==> config.mk <==
export PLATFORM = sky130hd
export DESIGN_NAME = accum_drain_flat
export DESIGN_NICKNAME = d
export VERILOG_FILES = /design/src/rtl/wordcount_pkg.sv /design/src/rtl/accum_drain_if.sv /design/src/rtl/accum_drain_fifo.sv /design/src/rtl/accum_drain.sv /design/src/flat_wrapper.sv
export SDC_FILE = /design/constraint.sdc
export NUM_CORES = 1
export LEC_CHECK = 0
export ABC_AREA = 1
export BUFFER_PORTS_ARGS = -buffer_cell sky130_fd_sc_hd__buf_2
export CAP_MARGIN = 20
export CORE_AREA = 2 2 161 163
export DETAILED_ROUTE_END_ITERATION = 10
export DIE_AREA = 0 0 163 165
export GPL_TIMING_DRIVEN = 0
export PLACE_DENSITY = 0.87
export SLEW_MARGIN = 0
export SYNTH_ARGS = -nofsm -noshare
export SYNTH_HDL_FRONTEND = slang
export SYNTH_SLANG_ARGS = --single-unit
==> constraint.sdc <==
create_clock -name clk -period 5.3 [get_ports clk]
set_input_delay 0.53 -clock clk [delete_from_list [all_inputs] [get_ports clk]]
set_output_delay 0.53 -clock clk [all_outputs]
set_load 0.02 [all_outputs]
==> src/rtl/wordcount_pkg.sv <==
// rtl/wordcount_pkg.sv - shared types and helpers for the wordcount read-out path
package wordcount_pkg;

    localparam int KEY_W = 32;
    localparam int CNT_W = 32;

    // One array word: key in the upper half, occurrence count in the lower half.
    typedef struct packed {
        logic [KEY_W-1:0] key;
        logic [CNT_W-1:0] count;
    } wc_entry_t;

    typedef enum logic [1:0] {
        IDLE,
        SWEEP,
        FLUSH,
        DONE
    } drain_state_t;

    // Increment that sticks at all-ones instead of wrapping.
    function automatic logic [31:0] sat_inc32(input logic [31:0] v);
        return (v == 32'hFFFF_FFFF) ? v : v + 32'd1;
    endfunction

endpackage

==> src/rtl/accum_drain_if.sv <==
// rtl/accum_drain_if.sv - array read port and output stream of the drain stage
// master: drain side (drives mem_sel/mem_addr and the out_* beat, takes mem_q and out_ready)
// slave : array/sink side (drives mem_q and out_ready)
interface accum_drain_if;
    import wordcount_pkg::*;

    logic             mem_sel;
    logic [31:0]      mem_addr;
    wc_entry_t        mem_q;
    logic [KEY_W-1:0] out_key;
    logic [CNT_W-1:0] out_count;
    logic             out_last;
    logic             out_valid;
    logic             out_ready;

    modport master (
        output mem_sel, mem_addr, out_key, out_count, out_last, out_valid,
        input  mem_q, out_ready
    );

    modport slave (
        input  mem_sel, mem_addr, out_key, out_count, out_last, out_valid,
        output mem_q, out_ready
    );

endinterface

==> src/rtl/accum_drain_fifo.sv <==
// rtl/accum_drain_fifo.sv - small synchronous FIFO of wc_entry_t, no bypass
// Ports: clk, reset_n (async active-low), push/push_data, pop, head (current
// front entry, meaningful only when count != 0), count (occupancy 0..DEPTH).
module accum_drain_fifo
    import wordcount_pkg::*;
#(
    parameter int DEPTH = 4
) (
    input  logic                       clk,
    input  logic                       reset_n,
    input  logic                       push,
    input  wc_entry_t                  push_data,
    input  logic                       pop,
    output wc_entry_t                  head,
    output logic [$clog2(DEPTH+1)-1:0] count
);

    localparam int PW = (DEPTH > 1) ? $clog2(DEPTH) : 1;

    wc_entry_t         mem [DEPTH];
    logic [PW-1:0]     wr_ptr;
    logic [PW-1:0]     rd_ptr;

    // Pointers wrap at DEPTH-1 so non-power-of-two depths work.
    function automatic logic [PW-1:0] ptr_next(input logic [PW-1:0] p);
        return (p == PW'(DEPTH - 1)) ? '0 : p + PW'(1);
    endfunction

    always_ff @(posedge clk or negedge reset_n) begin
        if (!reset_n) begin
            wr_ptr <= '0;
            rd_ptr <= '0;
            count  <= '0;
        end else begin
            if (push) wr_ptr <= ptr_next(wr_ptr);
            if (pop)  rd_ptr <= ptr_next(rd_ptr);
            case ({push, pop})
                2'b10:   count <= count + 1'b1;
                2'b01:   count <= count - 1'b1;
                default: count <= count;
            endcase
        end
    end

    always_ff @(posedge clk) begin
        if (push) mem[wr_ptr] <= push_data;
    end

    assign head = mem[rd_ptr];

endmodule

==> src/rtl/accum_drain.sv <==
// rtl/accum_drain.sv - sweeps accum_array after accumulation and streams non-empty entries
// Ports: clk, reset_n (async active-low), start (pulse, honoured only when idle),
// busy/done status, n_emitted (saturating beat count of the current/last sweep),
// bus (master): mem_sel/mem_addr/mem_q array read port, out_* valid/ready stream.
module accum_drain
    import wordcount_pkg::*;
#(
    parameter int DEPTH      = 1024,
    parameter int RD_LATENCY = 1,
    parameter int FIFO_DEPTH = 4,
    parameter bit SKIP_ZERO  = 1'b1
) (
    input  logic         clk,
    input  logic         reset_n,
    input  logic         start,
    output logic         busy,
    output logic         done,
    output logic [31:0]  n_emitted,
    accum_drain_if.master bus
);

    localparam int AW  = (DEPTH > 1) ? $clog2(DEPTH) : 1;
    localparam int FCW = $clog2(FIFO_DEPTH + 1);
    localparam int SW  = $clog2(FIFO_DEPTH + RD_LATENCY + 1) + 1;

    generate
        if (RD_LATENCY < 1 || FIFO_DEPTH < RD_LATENCY + 1) begin : g_bad_cfg
            $error("accum_drain: need RD_LATENCY >= 1 and FIFO_DEPTH >= RD_LATENCY+1");
        end
    endgenerate

    drain_state_t          state;
    drain_state_t          state_nxt;
    logic [AW-1:0]         addr_q;
    logic [RD_LATENCY-1:0] pipe_v;
    logic [SW-1:0]         inflight;
    logic [FCW-1:0]        fifo_count;
    wc_entry_t             head;
    logic                  issue;
    logic                  last_addr;
    logic                  push;
    logic                  pop;
    logic                  flush_ok;
    logic                  present;
    logic                  start_ok;

    assign start_ok  = (state == IDLE) && start;
    assign last_addr = (addr_q == AW'(DEPTH - 1));

    always_comb begin
        inflight = '0;
        for (int i = 0; i < RD_LATENCY; i++) begin
            inflight = inflight + SW'(pipe_v[i]);
        end
    end

    // Credit check: every outstanding read already owns a FIFO slot.
    assign issue = (state == SWEEP) && ((SW'(fifo_count) + inflight) < SW'(FIFO_DEPTH));

    // A read returning now releases its credit whether or not it is kept.
    assign push = pipe_v[RD_LATENCY-1] && ((bus.mem_q.count != '0) || !SKIP_ZERO);

    // ---------------- FSM: state register ----------------
    always_ff @(posedge clk or negedge reset_n) begin
        if (!reset_n) state <= IDLE;
        else          state <= state_nxt;
    end

    // ---------------- FSM: next state ----------------
    always_comb begin
        state_nxt = state;
        case (state)
            IDLE:    if (start)                                 state_nxt = SWEEP;
            SWEEP:   if (issue && last_addr)                    state_nxt = FLUSH;
            FLUSH:   if (inflight == '0 && fifo_count == '0)    state_nxt = DONE;
            DONE:                                               state_nxt = IDLE;
            default:                                            state_nxt = IDLE;
        endcase
    end

    // ---------------- FSM: outputs ----------------
    always_comb begin
        busy        = (state != IDLE);
        done        = (state == DONE);
        bus.mem_sel = (state != IDLE);
    end

    // Address counter stops at DEPTH-1; the FSM leaves SWEEP on that issue.
    always_ff @(posedge clk or negedge reset_n) begin
        if (!reset_n) begin
            addr_q <= '0;
        end else if (start_ok) begin
            addr_q <= '0;
        end else if (issue && !last_addr) begin
            addr_q <= addr_q + AW'(1);
        end
    end

    assign bus.mem_addr = 32'(addr_q);

    always_ff @(posedge clk or negedge reset_n) begin
        if (!reset_n) begin
            pipe_v <= '0;
        end else begin
            for (int i = RD_LATENCY - 1; i > 0; i--) begin
                pipe_v[i] <= pipe_v[i-1];
            end
            pipe_v[0] <= issue;
        end
    end

    accum_drain_fifo #(
        .DEPTH (FIFO_DEPTH)
    ) u_fifo (
        .clk       (clk),
        .reset_n   (reset_n),
        .push      (push),
        .push_data (bus.mem_q),
        .pop       (pop),
        .head      (head),
        .count     (fifo_count)
    );

    // Hold one entry back until we know whether it is the final one. Once
    // presented, the FIFO can only grow (or, in the flush case, stay put), so
    // valid/last/data remain stable until the transfer.
    always_comb begin
        flush_ok      = (state == FLUSH) && (inflight == '0);
        present       = (fifo_count >= FCW'(2)) || (flush_ok && (fifo_count != '0));
        bus.out_valid = present;
        bus.out_last  = flush_ok && (fifo_count == FCW'(1));
        bus.out_key   = present ? head.key   : '0;
        bus.out_count = present ? head.count : '0;
    end

    assign pop = present && bus.out_ready;

    always_ff @(posedge clk or negedge reset_n) begin
        if (!reset_n) begin
            n_emitted <= '0;
        end else if (start_ok) begin
            n_emitted <= '0;
        end else if (pop) begin
            n_emitted <= sat_inc32(n_emitted);
        end
    end

endmodule

==> src/flat_wrapper.sv <==
// flat-port wrapper written by rule: the top's interface ports become plain ports
module accum_drain_flat import wordcount_pkg::*;
#(
    parameter int DEPTH      = 1024,
    parameter int RD_LATENCY = 1,
    parameter int FIFO_DEPTH = 4,
    parameter bit SKIP_ZERO  = 1'b1
)
  (clk, reset_n, start, busy, done, n_emitted, bus_mem_sel, bus_mem_addr, bus_out_key, bus_out_count, bus_out_last, bus_out_valid, bus_mem_q, bus_out_ready);
  accum_drain_if bus_i ();
  input  logic clk;
  input  logic reset_n;
  input  logic start;
  output logic busy;
  output logic done;
  output logic [31:0] n_emitted;
  output wire logic [$bits(bus_i.mem_sel)-1:0] bus_mem_sel;
  output wire logic [$bits(bus_i.mem_addr)-1:0] bus_mem_addr;
  output wire logic [$bits(bus_i.out_key)-1:0] bus_out_key;
  output wire logic [$bits(bus_i.out_count)-1:0] bus_out_count;
  output wire logic [$bits(bus_i.out_last)-1:0] bus_out_last;
  output wire logic [$bits(bus_i.out_valid)-1:0] bus_out_valid;
  input wire logic [$bits(bus_i.mem_q)-1:0] bus_mem_q;
  input wire logic [$bits(bus_i.out_ready)-1:0] bus_out_ready;
  assign bus_mem_sel = bus_i.mem_sel;
  assign bus_mem_addr = bus_i.mem_addr;
  assign bus_out_key = bus_i.out_key;
  assign bus_out_count = bus_i.out_count;
  assign bus_out_last = bus_i.out_last;
  assign bus_out_valid = bus_i.out_valid;
  assign bus_i.mem_q = bus_mem_q;
  assign bus_i.out_ready = bus_out_ready;
  accum_drain #(.DEPTH(DEPTH), .RD_LATENCY(RD_LATENCY), .FIFO_DEPTH(FIFO_DEPTH), .SKIP_ZERO(SKIP_ZERO)) u_core (.clk(clk), .reset_n(reset_n), .start(start), .busy(busy), .done(done), .n_emitted(n_emitted), .bus(bus_i));
endmodule
==> After elaboration in Yosys (flattened, before gate mapping) <==
Memories as Yosys holds them, arrays and structs flattened.
Cells that the tools add are included.
{ "totals": {"rom_bits": 0, "latchBits": 0, "inputBits": 68, "mem_count": 1, "ramBits": 256, "reg_bits": 52, "wordCells": 70, "out_inout_bits": 133} }
{ "mem_list": {"columns": ["memory", "words", "word_bits", "rd", "rd_clocked_by_memory_dff", "wr", "line", "rtl"], "rows": [
  ["u_core.u_fifo.mem", 4, 64, 1, 0, 1, "accum_drain_fifo.sv:20", "wc_entry_t mem [DEPTH];"]
]} }
{ "classes": {"n_eq_ne": 14, "n_lt_le_gt_ge": 2, "div_mod_pow": 0, "n_reduce_logical": 23, "n_bitwise": 0, "n_shift": 0, "mul": 0, "n_addsub": 7, "mux": 16} }
{ "op_table": {"columns": ["cell", "n"], "rows": [
  ["32-bit two-way mux", 5],
  ["32-bit by 1-bit adder with 32-bit output (second input constant)", 1],
  ["32-bit equality test (second input constant)", 1],
  ["32-bit nonzero test", 1],
  ["10-bit two-way mux", 2],
  ["10-bit by 1-bit adder with 10-bit output (second input constant)", 1],
  ["10-bit equality test (second input constant)", 1],
  ["2-bit equality test (second input constant)", 5],
  ["1-bit logical AND", 10],
  ["2-bit two-way mux", 5],
  ["2-bit case mux with 4 select lines", 1],
  ["2-bit nonzero test", 4],
  ["3-bit case mux with 2 select lines", 1],
  ["2-bit by 1-bit adder with 2-bit output (second input constant)", 2],
  ["3-bit by 1-bit adder with 4-bit output", 1],
  ["2-bit by 1-bit equality test with 1-bit output (second input constant)", 2],
  ["4-bit zero test", 1],
  ["4-bit by 3-bit less-than comparator with 1-bit output (second input constant)", 1],
  ["2-bit by 1-bit inequality test with 1-bit output (second input constant)", 2],
  ["2-bit inequality test (second input constant)", 2],
  ["3-bit by 1-bit adder with 3-bit output (second input constant)", 1],
  ["3-bit by 1-bit equality test with 1-bit output (second input constant)", 1],
  ["3-bit by 2-bit greater-or-equal comparator with 1-bit output (second input constant)", 1],
  ["3-bit zero test", 1],
  ["other kinds (8)", 9]
]} }

==> Logic depth before layout (Yosys ltp) <==
Gate-level depths: netlist of run 1.
{ "logic_depth": {"depth_word": 7, "ltp_mapped": 13, "ltp_nobuf": 13} }

==> By module <==
Synthesis of run 1 repeated with hierarchy kept, for this count alone.
{ "unflattened": {"hier_cells": 1574, "hier_area_um2": 14721.6} }
{ "by_module_without_submodules": {"columns": ["module", "area_per_inst_um2", "cells_per_inst", "seq_area_each_um2", "instances"], "rows": [
  ["accum_drain_fifo", 10885.4, 926, 7862.5, 1],
  ["accum_drain", 3836.2, 648, 1126.1, 1]
]} }

==> Least setup slack after synthesis of run 1 <==
OpenSTA, ideal clock, no wires.
{ "synth_path": {"path_kind": "input to register", "startpoint": "input bus_mem_q[31]", "endpoint": "memory u_core.u_fifo.mem[0][0] (netlist bit) (enable)", "t_required_ns": 4.814, "cell_stages": 8, "t_arrival_ns": 3.721, "setup_slack_ns": 1.093, "n_path_buf": 0, "cell_sequence": "nor2_1 -> nand2_1 -> nor2_1 -> nand2_1 -> nor2_1 -> nor2_1 -> inv_1 -> nor2_1"} }
{ "synth_via": {"elab_chain_cells": 4} }
{ "synth_rtl": {"columns": ["item", "line", "rtl"], "rows": [
  ["start, declared", "flat_wrapper.sv:23", "input wire logic [$bits(bus_i.mem_q)-1:0] bus_mem_q;"],
  ["32-bit nonzero test", "accum_drain.sv:61", "assign push = pipe_v[RD_LATENCY-1] && ((bus.mem_q.count != '0) || !SKIP_ZERO);"],
  ["1-bit logical AND", "accum_drain.sv:61", null],
  ["1-bit two-way mux", "accum_drain_fifo.sv:46", "if (push) mem[wr_ptr] <= push_data;"],
  ["1-bit two-way mux (implied by the code)", "accum_drain_fifo.sv:46", null],
  ["end, declared", "accum_drain_fifo.sv:20", null]
]} }
No other way between the ends.

==> Worst setup path in the final report of run 1 <==
{ "layout_path": {"startpoint": "register u_core.u_fifo.count[0]", "endpoint": "output bus_out_count[18]"} }
{ "layout_via": {"elab_chain_cells": 4, "elab_cells_between_ends": 5, "cone_classes": "1 x order compare; 1 x mux; 3 x reduce/logical"} }
{ "layout_rtl": {"columns": ["item", "line", "rtl"], "rows": [
  ["start, declared", "accum_drain_fifo.sv:15", "output logic [$clog2(DEPTH+1)-1:0] count"],
  ["start signal, assigned", "accum_drain_fifo.sv:38", "2'b10: count <= count + 1'b1;"],
  ["start signal, assigned", "accum_drain_fifo.sv:39", "2'b01: count <= count - 1'b1;"],
  ["start signal, assigned", "accum_drain_fifo.sv:40", "default: count <= count;"],
  ["parallel branches: the longest is 2 deep, another holds 3-bit by 2-bit greater-or-equal comparator with 1-bit output", null, null],
  ["1-bit logical OR (*)", "accum_drain.sv:129", "present = (fifo_count >= FCW'(2)) || (flush_ok && (fifo_count != '0));"],
  ["32-bit two-way mux (*)", "accum_drain.sv:133", "bus.out_count = present ? head.count : '0;"],
  ["end, declared", "flat_wrapper.sv:20", "output wire logic [$bits(bus_i.out_count)-1:0] bus_out_count;"]
]} }
Every way passes the cells marked *.

==> results of run 1 <==
-- state kept, by name (all words and copies together) (netlist names) --
register              flops
u_core.u_fifo.mem       256
u_core.state              2
u_core.pipe_v             1
u_core.u_fifo.wr_ptr      2
u_core.n_emitted         32
u_core.addr_q            10
u_core.u_fifo.rd_ptr      2
u_core.u_fifo.count       3
-- layer usage --
layer  routed length [um]  track usage, %
met3                 3300            5.93
met2                16500            43.5
met5                   27               0
met1                12500            28.2
met4                  896            8.17
-- power by group --
| group | switching [mW] | internal [mW] | leakage (nW) | total (mW) |
|---|---|---|---|---|
| clock | 0.875 | 1.35 | 0.517 | 2.22 |
| sequential | 0.164 | 2.96 | 3.01 | 3.13 |
| combinational | 2.59 | 1.09 | 2.84 | 3.68 |
| total | 3.63 | 5.40 | 6.37 | 9.03 |
-- stage by stage --
| stage | cell area [sq um] | TNS [ps] |
|---|---|---|
| finish | 16300 | 0 |
| global route | 16200 | 0 |
| CTS | 16200 | 0 |
| detailed placement | 15200 | 0 |
| global placement | 15000 | -287960 |
| floorplan | 13700 | 0 |
-- area by class of cell --
class / instances / area (sq um)
Clock inverter: 13 / 169
Sequential cell: 308 / 8990
Timing Repair Buffer: 188 / 1090
Antenna cell: 6 / 15.0
Multi-Input combinational cell: 899 / 4060
Buffer: 83 / 437
Tap cell: 330 / 413
Clock buffer: 44 / 885
Fill cell: 1854 / 8780
Inverter: 55 / 206
-- logic make-up (layout without fill, tap and decap cells) --
group           after synthesis  count (layout)  synth area share (%)
xor+xnor                     18              18                  1.16
flops                       308             308                  66.2
compound gates              231             231                  8.54
buf+inv                     138             383                  4.74
fa+ha+maj                    17              17                  1.57
other cells                   1              28                0.0276
simple gates                611             611                  17.8
-- path summary, 6_finish.rpt --
kind	from	endpoint	slack (ps)	depth (start not counted)
max	u_core.u_fifo.count[0]	bus_out_count[18]	1790	9
min	bus_mem_q[51]	u_core.u_fifo.mem[0][51]	190	1
max reg2reg	u_core.u_fifo.count[0]	u_core.u_fifo.count[2]	2970	11
min reg2reg	u_core.u_fifo.count[2]	u_core.u_fifo.count[2]	540	2
max in group asynchronous	reset_n	u_core.n_emitted[23]	4260	3
min in group asynchronous	reset_n	u_core.n_emitted[5]	480	2
-- layout by cell type, fill, tap and decap left out, drive strengths merged, types with 22 or more instances in the layout --
master	n
a21oi	67
edfxtp	256
clkbuf	75
buf	239
nor2	368
conb	22
o21ai	162
nand2	188
dfrtp	52
inv	56
nand3	46
-- worst reg2reg max path: stages, from the launching register on --
cell and delay [ps]:
dfrtp_1 440, inv_1 120, ha_1 210, nor2_1 80, nand2_1 50, nor2_1 320, nor2_1 200, ha_1 390
nor2_1 120, o21ai_0 110, xor2_1 150, inv_1 50
==> out/metrics.cfg, run 1 <==
[timing]
fin_skew_ps = 16.8
setup-violations-final = 0
worstMarginPinSlew_ps = 632
clock.fmax_mhz = 285
holdWs_ps = 189
slew_headroom_pct = 57.8
fin_crit_sh_pct = 66.3
finalWorstSetupSlack_ps = 1790
hold_viol = 0
fin_crit_ps = 3510
slew_violations = 0
grt_setup_unrepaired = no

[logic_synthesis]
synth_top_cells_by_area = edfxtp_1 57%, nor2_1 10%, dfrtp_1 9.6%
synth_edf_count = 256
netlist_area_sq_um = 13600
synth_most_common_cell = nor2_1
yosysSeqAreaShare_pct = 66.2
synth_top_area_share_pct = 56.6
ys_ff_latch = 308
synthArstFlopShare_pct = 16.9
synthCells = 1324
yosys_warnings = 0
yosys.cell_types.count = 30
synthTopCellsByCount = 364 x nor2_1, 256 x edfxtp_1, 186 x nand2_1
synth_top_cell_by_area = edfxtp_1
postSynthAreaPerCell_sq_um = 10.3
ys.flop_type = edfxtp_1

[die]
io_pins = 201
start_util_pct = 54.2
core_sq_um = 25000
die_h_um = 165
fp.dieArea_sq_um = 26900
die_w_um = 163
placementRows = 58

[global_route]
grt_pass1_wl_um = 50400
grt-ovfl-total = 0
grt_start_max_net_pins = 35
antenna_found_initial = 7
gr-usage-all-layers_pct = 24.1
grt_pass1_vias = 10237

[clocking]
htree_levels = 1
clk_root_buffer_cell = clkbuf_16
postCtsSetupBuffers = 0
clkLatencyLatePin_ps = 550
cts_resized = 0
clkTransAtPathRegs_ps = 60
cts_tree = yes
clockBufferDepth = 3
cts.sinks = 308
cts_hold_buffers = 1
cts-buffers-inserted = 31

[pwr]
p_total_mw = 9.03
vdd_ir_drop_max_mv = 0.442
leakagePower_nw = 6.37
powerDensity_nw_per_um2 = 556

[setup_path]
start_kind = flop
arrival_ps = 2980
cp_data_required_time_ps = 4770
worst-path-max-fanout = 10
critPathTopFamily = buffers and inverters
critPathKind = flop to primary output
cp-end-kind = primary output
path_cells = inv_1 > ha_1 > nor2_1 > nand2_1 > nor2_1 > buf_2 > buf_1 > a21oi_1 > buf_2
worst_path_max_delay_cell = buf_1
worst-path-buf-inv = 4
max_stage_delay_ps = 510

[placement]
place_ws_ps = 2380
numPlacedInstances = 1862
io_buffers = 178
hpwlAfterDp_um = 22000
place.gp.congestion = 0.916

[routing]
viasPerCell = 5.37
ant_nets = 0
dr.pass1.iters = 9
vias = 10335
wl_per_cell_um = 17.2
wl_um = 33200
drcViolationCount = 0
drt-initial-drc-count = 1071

[layout]
synthToLayoutAreaGrowth_pct = 19.7
layout.nets = 1651
instances_no_fill = 1926
drive_gt1_share_pct = 18.4
postLayoutCoreUtil_pct = 64.9

[status]
status = completed

[job]
drv_cap = 0

[hold_path]
hold_path.class = input port to flop

Power figures use the tool's default switching activity.
==> run 2: changes to the inputs <==
==> constraint.sdc (replaced) <==
create_clock -name clk -period 3.5 [get_ports clk]
set_input_delay 0.35 -clock clk [delete_from_list [all_inputs] [get_ports clk]]
set_output_delay 0.35 -clock clk [all_outputs]
set_load 0.02 [all_outputs]
==> out/metrics.cfg, run 2 (synthesis gave the netlist of run 1 again) <==
[routing]
wl_um = 34100  ; was 33200 um
drt-initial-drc-count = 1173  ; was 1071
viasPerCell = 5.38  ; was 5.37
wl_per_cell_um = 17.5  ; was 17.2 um
dr.pass1.iters = 6  ; was 9
ant_nets = 0  ; unchanged
drcViolationCount = 0  ; unchanged
vias = 10466  ; was 10.3k

[setup_path]
critPathKind = flop to primary output  ; unchanged
worst-path-max-fanout = 10  ; unchanged
cp-end-kind = primary output  ; unchanged
start_kind = flop  ; unchanged
cp_data_required_time_ps = 3150  ; was 4770 ps
rr_worst_depth = 11  ; unchanged
arrival_ps = 2960  ; was 2980 ps

[die]
placementRows = 58  ; unchanged
die_w_um = 163  ; unchanged
fp.dieArea_sq_um = 26900  ; unchanged
die_h_um = 165  ; unchanged
core_sq_um = 25000  ; unchanged
start_util_pct = 54.2  ; unchanged
io_pins = 201  ; unchanged

[timing]
clock.fmax_mhz = 302
worstMarginPinSlew_ps = 665  ; was 632 ps
fin_skew_ps = 18.2  ; was 16.8 ps
finalWorstSetupSlack_ps = 189  ; was 1790 ps
slew_violations = 0  ; unchanged
hold_viol = 0  ; unchanged
holdWs_ps = 20.1  ; was 189 ps
slew_headroom_pct = 55.7  ; was 57.8%
fin_crit_ps = 3310
fin_crit_sh_pct = 94.6
finalSetupTns_ps = 0  ; unchanged
setup-violations-final = 0  ; unchanged
grt_setup_unrepaired = no  ; unchanged

[placement]
hpwlAfterDp_um = 22000  ; unchanged
place_ws_ps = 761  ; was 2380 ps
place_area_sq_um = 15200  ; unchanged
io_buffers = 178  ; unchanged
place.gp.congestion = 0.916  ; unchanged

[status]
status = completed  ; unchanged

[layout]
final_area_sq_um = 16500  ; was 16300 sq um
top_register = u_core.u_fifo.mem  ; unchanged
synthToLayoutAreaGrowth_pct = 21.2  ; was 19.7%
multi_input_area_sq_um = 4060  ; unchanged
register_area_sq_um = 8990  ; unchanged
top_regs = u_core.u_fifo.mem: 256 flops, u_core.n_emitted: 32 flops, u_core.addr_q: 10 flops  ; unchanged
nFillCells = 1818  ; was 1854
drive_gt1_share_pct = 18.2  ; was 18.4%
final_cell_mix = 360 x nor2_1, 256 x edfxtp_1, 191 x buf_2, 186 x nand2_1, 142 x o21ai_0  ; unchanged
layout_commonest_cell = nor2_1  ; unchanged
layout.nets = 1671  ; was 1651
largest_reg_flops = 256  ; unchanged

[clocking]
clk_root_buffer_cell = clkbuf_16  ; unchanged
cts_resized = 0  ; unchanged
cts_tree = yes  ; unchanged
clockBufferDepth = 3  ; unchanged
htree_levels = 1  ; unchanged
postCtsSetupBuffers = 0  ; unchanged
clkLatencyLatePin_ps = 550  ; about the same
cts_hold_buffers = 21  ; was 1
cts-buffers-inserted = 31  ; unchanged
cts.sinks = 308  ; unchanged
clkTransAtPathRegs_ps = 60  ; about the same

[pwr]
p_total_mw = 13.7  ; was 9.03 mW
vdd_ir_drop_max_mv = 0.670  ; was 0.442 mV
leakagePower_nw = 6.45  ; was 6.37 nW
powerDensity_nw_per_um2 = 835  ; was 556 nW/um^2

[global_route]
gr-usage-all-layers_pct = 24.6  ; was 24.1%
use_met2_pct = 44.5  ; was 43.5%
grt_pass1_vias = 10309  ; was 10.2k
busiest_layer = met2  ; unchanged
grt-ovfl-total = 0  ; unchanged
gr-usage-met1_pct = 29.0  ; was 28.2%
grt_pass1_wl_um = 51300  ; was 50400 um
grt_start_max_net_pins = 35  ; unchanged
met3_usage_pct = 5.83  ; was 5.93%
antenna_found_initial = 8  ; was 7

[hold_path]
hold_path.class = input port to flop  ; unchanged
min_path_cells = 1  ; unchanged

[job]
drv_cap = 0  ; unchanged

run 2: stage by stage:
step | std cells | utilization (%)
floorplan | 1345 | -
global placement | 1853 | 59.8
detailed placement | 1862 | 60.6
CTS | 1940 | 65.7
global route | 1943 | 65.7
finish | 1946 | 65.7
run 2: final timing paths:
| check | start | to | slack [ps] |
|---|---|---|---|
| max | u_core.u_fifo.count[0] | bus_out_count[18] | 190 |
| max reg2reg | u_core.u_fifo.count[0] | u_core.u_fifo.count[2] | 1160 |
| min in group asynchronous | reset_n | u_core.n_emitted[5] | 310 |
| min reg2reg | u_core.u_fifo.count[2] | u_core.u_fifo.count[2] | 550 |
| max in group asynchronous | reset_n | u_core.addr_q[5] | 2640 |
| min | bus_mem_q[35] | u_core.u_fifo.mem[1][35] | 20 |
run 2: area by class of cell:
| cell class | count | area share [%] |
|---|---|---|
| Antenna cell | 6 | 0.0912 |
| Multi-Input combinational cell | 899 | 24.6 |
| Clock buffer | 44 | 5.38 |
| Clock inverter | 13 | 1.03 |
| Buffer | 83 | 2.65 |
| Tap cell | 330 | 2.51 |
| Sequential cell | 308 | 54.6 |
| Inverter | 55 | 1.25 |
| Timing Repair Buffer | 208 | 7.83 |
run 2: routing by layer:
| metal | part of all wire [%] | vias up |
|---|---|---|
| met4 | 2.3 | 2 |
| met2 | 50 | 525 |
| met5 | 0.038 | - |
| li1 | - | 4942 |
| met1 | 37 | 4916 |
| met3 | 9.9 | 81 |
run 2: worst max-delay path, cell delays in order (launching register included):
cell     delay [ps]
dfrtp_1         440
inv_1           110
ha_1            210
nor2_1           80
nand2_1          50
nor2_1          320
buf_2           340
buf_1           510
a21oi_1         150
buf_2           200
run 2: report_power, final:
part	switching (mW)	total, mW	leakage, nW	internal [mW]
sequential	0.252	4.74	3.01	4.49
clock	1.34	3.38	0.517	2.04
combinational	3.97	5.63	2.92	1.67
total	5.55	13.7	6.45	8.19
==> run 3: changes to the inputs <==
--- a/config.mk
+++ b/config.mk
@@ -8,12 +8,13 @@
 export ABC_AREA = 1
 export BUFFER_PORTS_ARGS = -buffer_cell sky130_fd_sc_hd__buf_2
 export CAP_MARGIN = 20
-export CORE_AREA = 2 2 161 163
+export CORE_AREA = 2 2 167 169
 export DETAILED_ROUTE_END_ITERATION = 10
-export DIE_AREA = 0 0 163 165
+export DIE_AREA = 0 0 169 171
 export GPL_TIMING_DRIVEN = 0
 export PLACE_DENSITY = 0.87
 export SLEW_MARGIN = 0
 export SYNTH_ARGS = -nofsm -noshare
 export SYNTH_HDL_FRONTEND = slang
+export SYNTH_HIERARCHICAL = 1
 export SYNTH_SLANG_ARGS = --single-unit
==> out/metrics.cfg, run 3 <==
[setup_path]
arrival_ps = 2670  ; was 2960 ps
start_kind = flop  ; unchanged
worst-path-max-fanout = 10  ; unchanged
worst-path-buf-inv = 4  ; unchanged
reg2reg_to = u_core/u_fifo/count[2]  ; was u_core.u_fifo.count[2]
cp_data_required_time_ps = 3150  ; about the same
rrSetupSlack_ps = 1220  ; was 1160 ps
startpoint = u_core/state[0]  ; was u_core.u_fifo.count[0]
rr_worst_depth = 12  ; was 11
r2r-start = u_core/state[0]  ; was u_core.u_fifo.count[0]
critPathKind = flop to primary output  ; unchanged
worst_path_max_delay_cell = buf_1  ; unchanged
crit_end = bus_out_count[17]  ; was bus_out_count[18]
crit_cells = 8  ; was 9
max_stage_delay_ps = 540  ; was 510 ps
critPathTopFamily = buffers and inverters  ; unchanged
cp-end-kind = primary output  ; unchanged
path_cells = inv_1 > ha_1 > nand3_1 > nand2_1 > inv_2 > buf_1 > nor2_1 > buf_2  ; was inv_1 > ha_1 > nor2_1 > nand2_1 > nor2_1 > buf_2 > buf_1 > a21oi_1 > buf_2

[logic_synthesis]
synthCells = 1574  ; was 1324
synth_top_cell_by_area = edfxtp_1  ; unchanged
yosysSeqAreaShare_pct = 61.1  ; was 66.2%
ys_ff_latch = 308  ; unchanged
ys.flop_type = edfxtp_1  ; unchanged
synth_top_cells_by_area = edfxtp_1 52%, nand2_1 11%, dfrtp_1 8.8%  ; was edfxtp_1 57%, nor2_1 10%, dfrtp_1 9.6%
yosys.cell_types.count = 34  ; was 30
synth_top_area_share_pct = 52.2  ; was 56.6%
postSynthAreaPerCell_sq_um = 9.35  ; was 10.3 sq um
netlist_area_sq_um = 14700  ; was 13600 sq um
synthArstFlopShare_pct = 16.9  ; unchanged
synth_edf_count = 256  ; unchanged
synthTopCellsByCount = 438 x nand2_1, 279 x nor2_1, 256 x edfxtp_1  ; was 364 x nor2_1, 256 x edfxtp_1, 186 x nand2_1
synth_most_common_cell = nand2_1  ; was nor2_1
yosys_warnings = 6  ; was 0

[timing]
holdWs_ps = 12.7  ; was 20.1 ps
clock.fmax_mhz = 331  ; was 302 MHz
worstMarginPinSlew_ps = 1010  ; was 665 ps
slew_violations = 0  ; unchanged
fin_skew_ps = 14.6  ; was 18.2 ps
fin_crit_ps = 3020  ; was 3310 ps
grt_setup_unrepaired = no  ; unchanged
fin_crit_sh_pct = 86.4  ; was 94.6%
hold_viol = 0  ; unchanged
finalWorstSetupSlack_ps = 476  ; was 189 ps
slew_headroom_pct = 32.8  ; was 55.7%
setup-violations-final = 0  ; unchanged

[layout]
final_cell_mix = 438 x nand2_1, 279 x nor2_1, 256 x edfxtp_1, 244 x inv_1, 196 x buf_2  ; was 360 x nor2_1, 256 x edfxtp_1, 191 x buf_2, 186 x nand2_1, 142 x o21ai_0
largest_reg_flops = 256  ; unchanged
synthToLayoutAreaGrowth_pct = 16.4  ; was 21.2%
top_regs = u_core/u_fifo/mem: 256 flops, u_core/n_emitted: 32 flops, u_core/addr_q: 10 flops  ; was u_core.u_fifo.mem: 256 flops, u_core.n_emitted: 32 flops, u_core.addr_q: 10 flops
drive_gt1_share_pct = 18.4  ; was 18.2%
nFillCells = 2106  ; was 1818
layout_commonest_cell = nand2_1  ; was nor2_1
top_register = u_core/u_fifo/mem  ; was u_core.u_fifo.mem
layout.nets = 1889  ; was 1671

[clocking]
clkTransAtPathRegs_ps = 60  ; about the same
cts-buffers-inserted = 31  ; unchanged
postCtsSetupBuffers = 0  ; unchanged
clkLatencyLatePin_ps = 550  ; about the same
htree_levels = 1  ; unchanged
cts_resized = 0  ; unchanged
cts.sinks = 308  ; unchanged
clockBufferDepth = 3  ; unchanged
clk_root_buffer_cell = clkbuf_16  ; unchanged
cts_tree = yes  ; unchanged

[global_route]
grt_pass1_wl_um = 53800  ; was 51300 um
gr-usage-all-layers_pct = 23.6  ; was 24.6%
grt_start_max_net_pins = 65  ; was 35
antenna_found_initial = 6  ; was 8
grt-ovfl-total = 0  ; unchanged
grt_pass1_vias = 10804  ; was 10.3k

[routing]
vias = 11182  ; was 10.5k
drcViolationCount = 0  ; unchanged
wl_um = 34800  ; was 34100 um
viasPerCell = 5.12  ; was 5.38
ant_nets = 0  ; unchanged
dr.pass1.iters = 5  ; was 6
wl_per_cell_um = 15.9  ; was 17.5 um
drt-initial-drc-count = 1141  ; was 1173

[pwr]
vdd_ir_drop_max_mv = 0.512  ; was 0.670 mV
powerDensity_nw_per_um2 = 792  ; was 835 nW/um^2
leakagePower_nw = 7.77  ; was 6.45 nW
p_total_mw = 13.6  ; was 13.7 mW

[die]
die_h_um = 171  ; was 165 um
fp.dieArea_sq_um = 28900  ; was 26900 sq um
start_util_pct = 53.9  ; was 54.2%
placementRows = 61  ; was 58
die_w_um = 169  ; was 163 um
core_sq_um = 27300  ; was 25000 sq um
io_pins = 201  ; unchanged

[status]
status = completed  ; unchanged

[placement]
hpwlAfterDp_um = 22300  ; was 22000 um
place.gp.congestion = 0.906  ; was 0.916
io_buffers = 178  ; unchanged
place_ws_ps = 1010  ; was 761 ps

[job]
drv_cap = 0  ; unchanged

[hold_path]
hold_path.class = input port to flop  ; unchanged

## run 3: through the flow
step           instance area (sq um)  cells  util (%)  TNS [ps]
2_1_floorplan                  14800   1595         -         0
3_3_place_gp                   16100   2119      59.0    -73130
3_5_place_dp                   16200   2120      59.1         0
4_1_cts                        17100   2178      62.7         0
5_1_grt                        17100   2179      62.7         0
6_report                       17100   2182      62.7         0
## run 3: where the power goes
group	leakage [nW]	internal [mW]	total [mW]	switching, mW
Combinational	4.29	1.86	5.89	4.03
Clock	0.469	1.79	3.10	1.32
Sequential	3.01	4.38	4.58	0.202
Total	7.77	8.02	13.6	5.55
## run 3: metal layers
layer / routed length (um) / vias to the layer above / track usage [%]
met1: 14100 / 5208 / 30.2
met2: 17000 / 481 / 41.7
li1: - / 5411 / -
met5: 39 / - / 0
met4: 720 / 6 / 7.10
met3: 2850 / 76 / 3.86
## run 3: logic make-up after synthesis
logic type,after synthesis,share of synthesized area [%]
AND/OR/NAND/NOR,797,21.3
flip-flops,308,61.1
AO/OA/AOI/OAI,110,5.35
buffers and inverters,334,10.4
adder cells (fa/ha/maj),13,1.16
XOR/XNOR,11,0.654
other,1,0.0255
## run 3: worst min path at each step
stage | slack (ps) | endpoint | start | cells past startpoint
after floorplan | 50 | u_core/addr_q[0] | reset_n | 0
after global placement | 490 | u_core/addr_q[3] | u_core/addr_q[3] | 1
after detailed placement | 300 | u_core/n_emitted[31] | reset_n | 1
after CTS | 1 | u_core/u_fifo/mem[3][60] | bus_mem_q[60] | 1
after global routing | 6 | u_core/u_fifo/mem[1][46] | bus_mem_q[46] | 1
final | 10 | u_core/u_fifo/mem[2][46] | bus_mem_q[46] | 1
## run 3: what timing repair did
action	in CTS	in global routing
setup endpoints to repair	0	0
hold endpoints to repair	15	0
hold buffers	1	0
## run 3: layout make-up
cell class | instances | area (sq um) | area share (%)
flip-flops and latches | 308 | 8990 | 52.4
multi-input cells | 953 | 4280 | 25.0
inverters | 251 | 952 | 5.56
repair buffers | 180 | 921 | 5.37
clock buffers | 44 | 865 | 5.04
plain buffers | 83 | 593 | 3.46
well taps | 346 | 433 | 2.53
clock inverters | 13 | 98.8 | 0.577
diodes | 4 | 10.0 | 0.0584
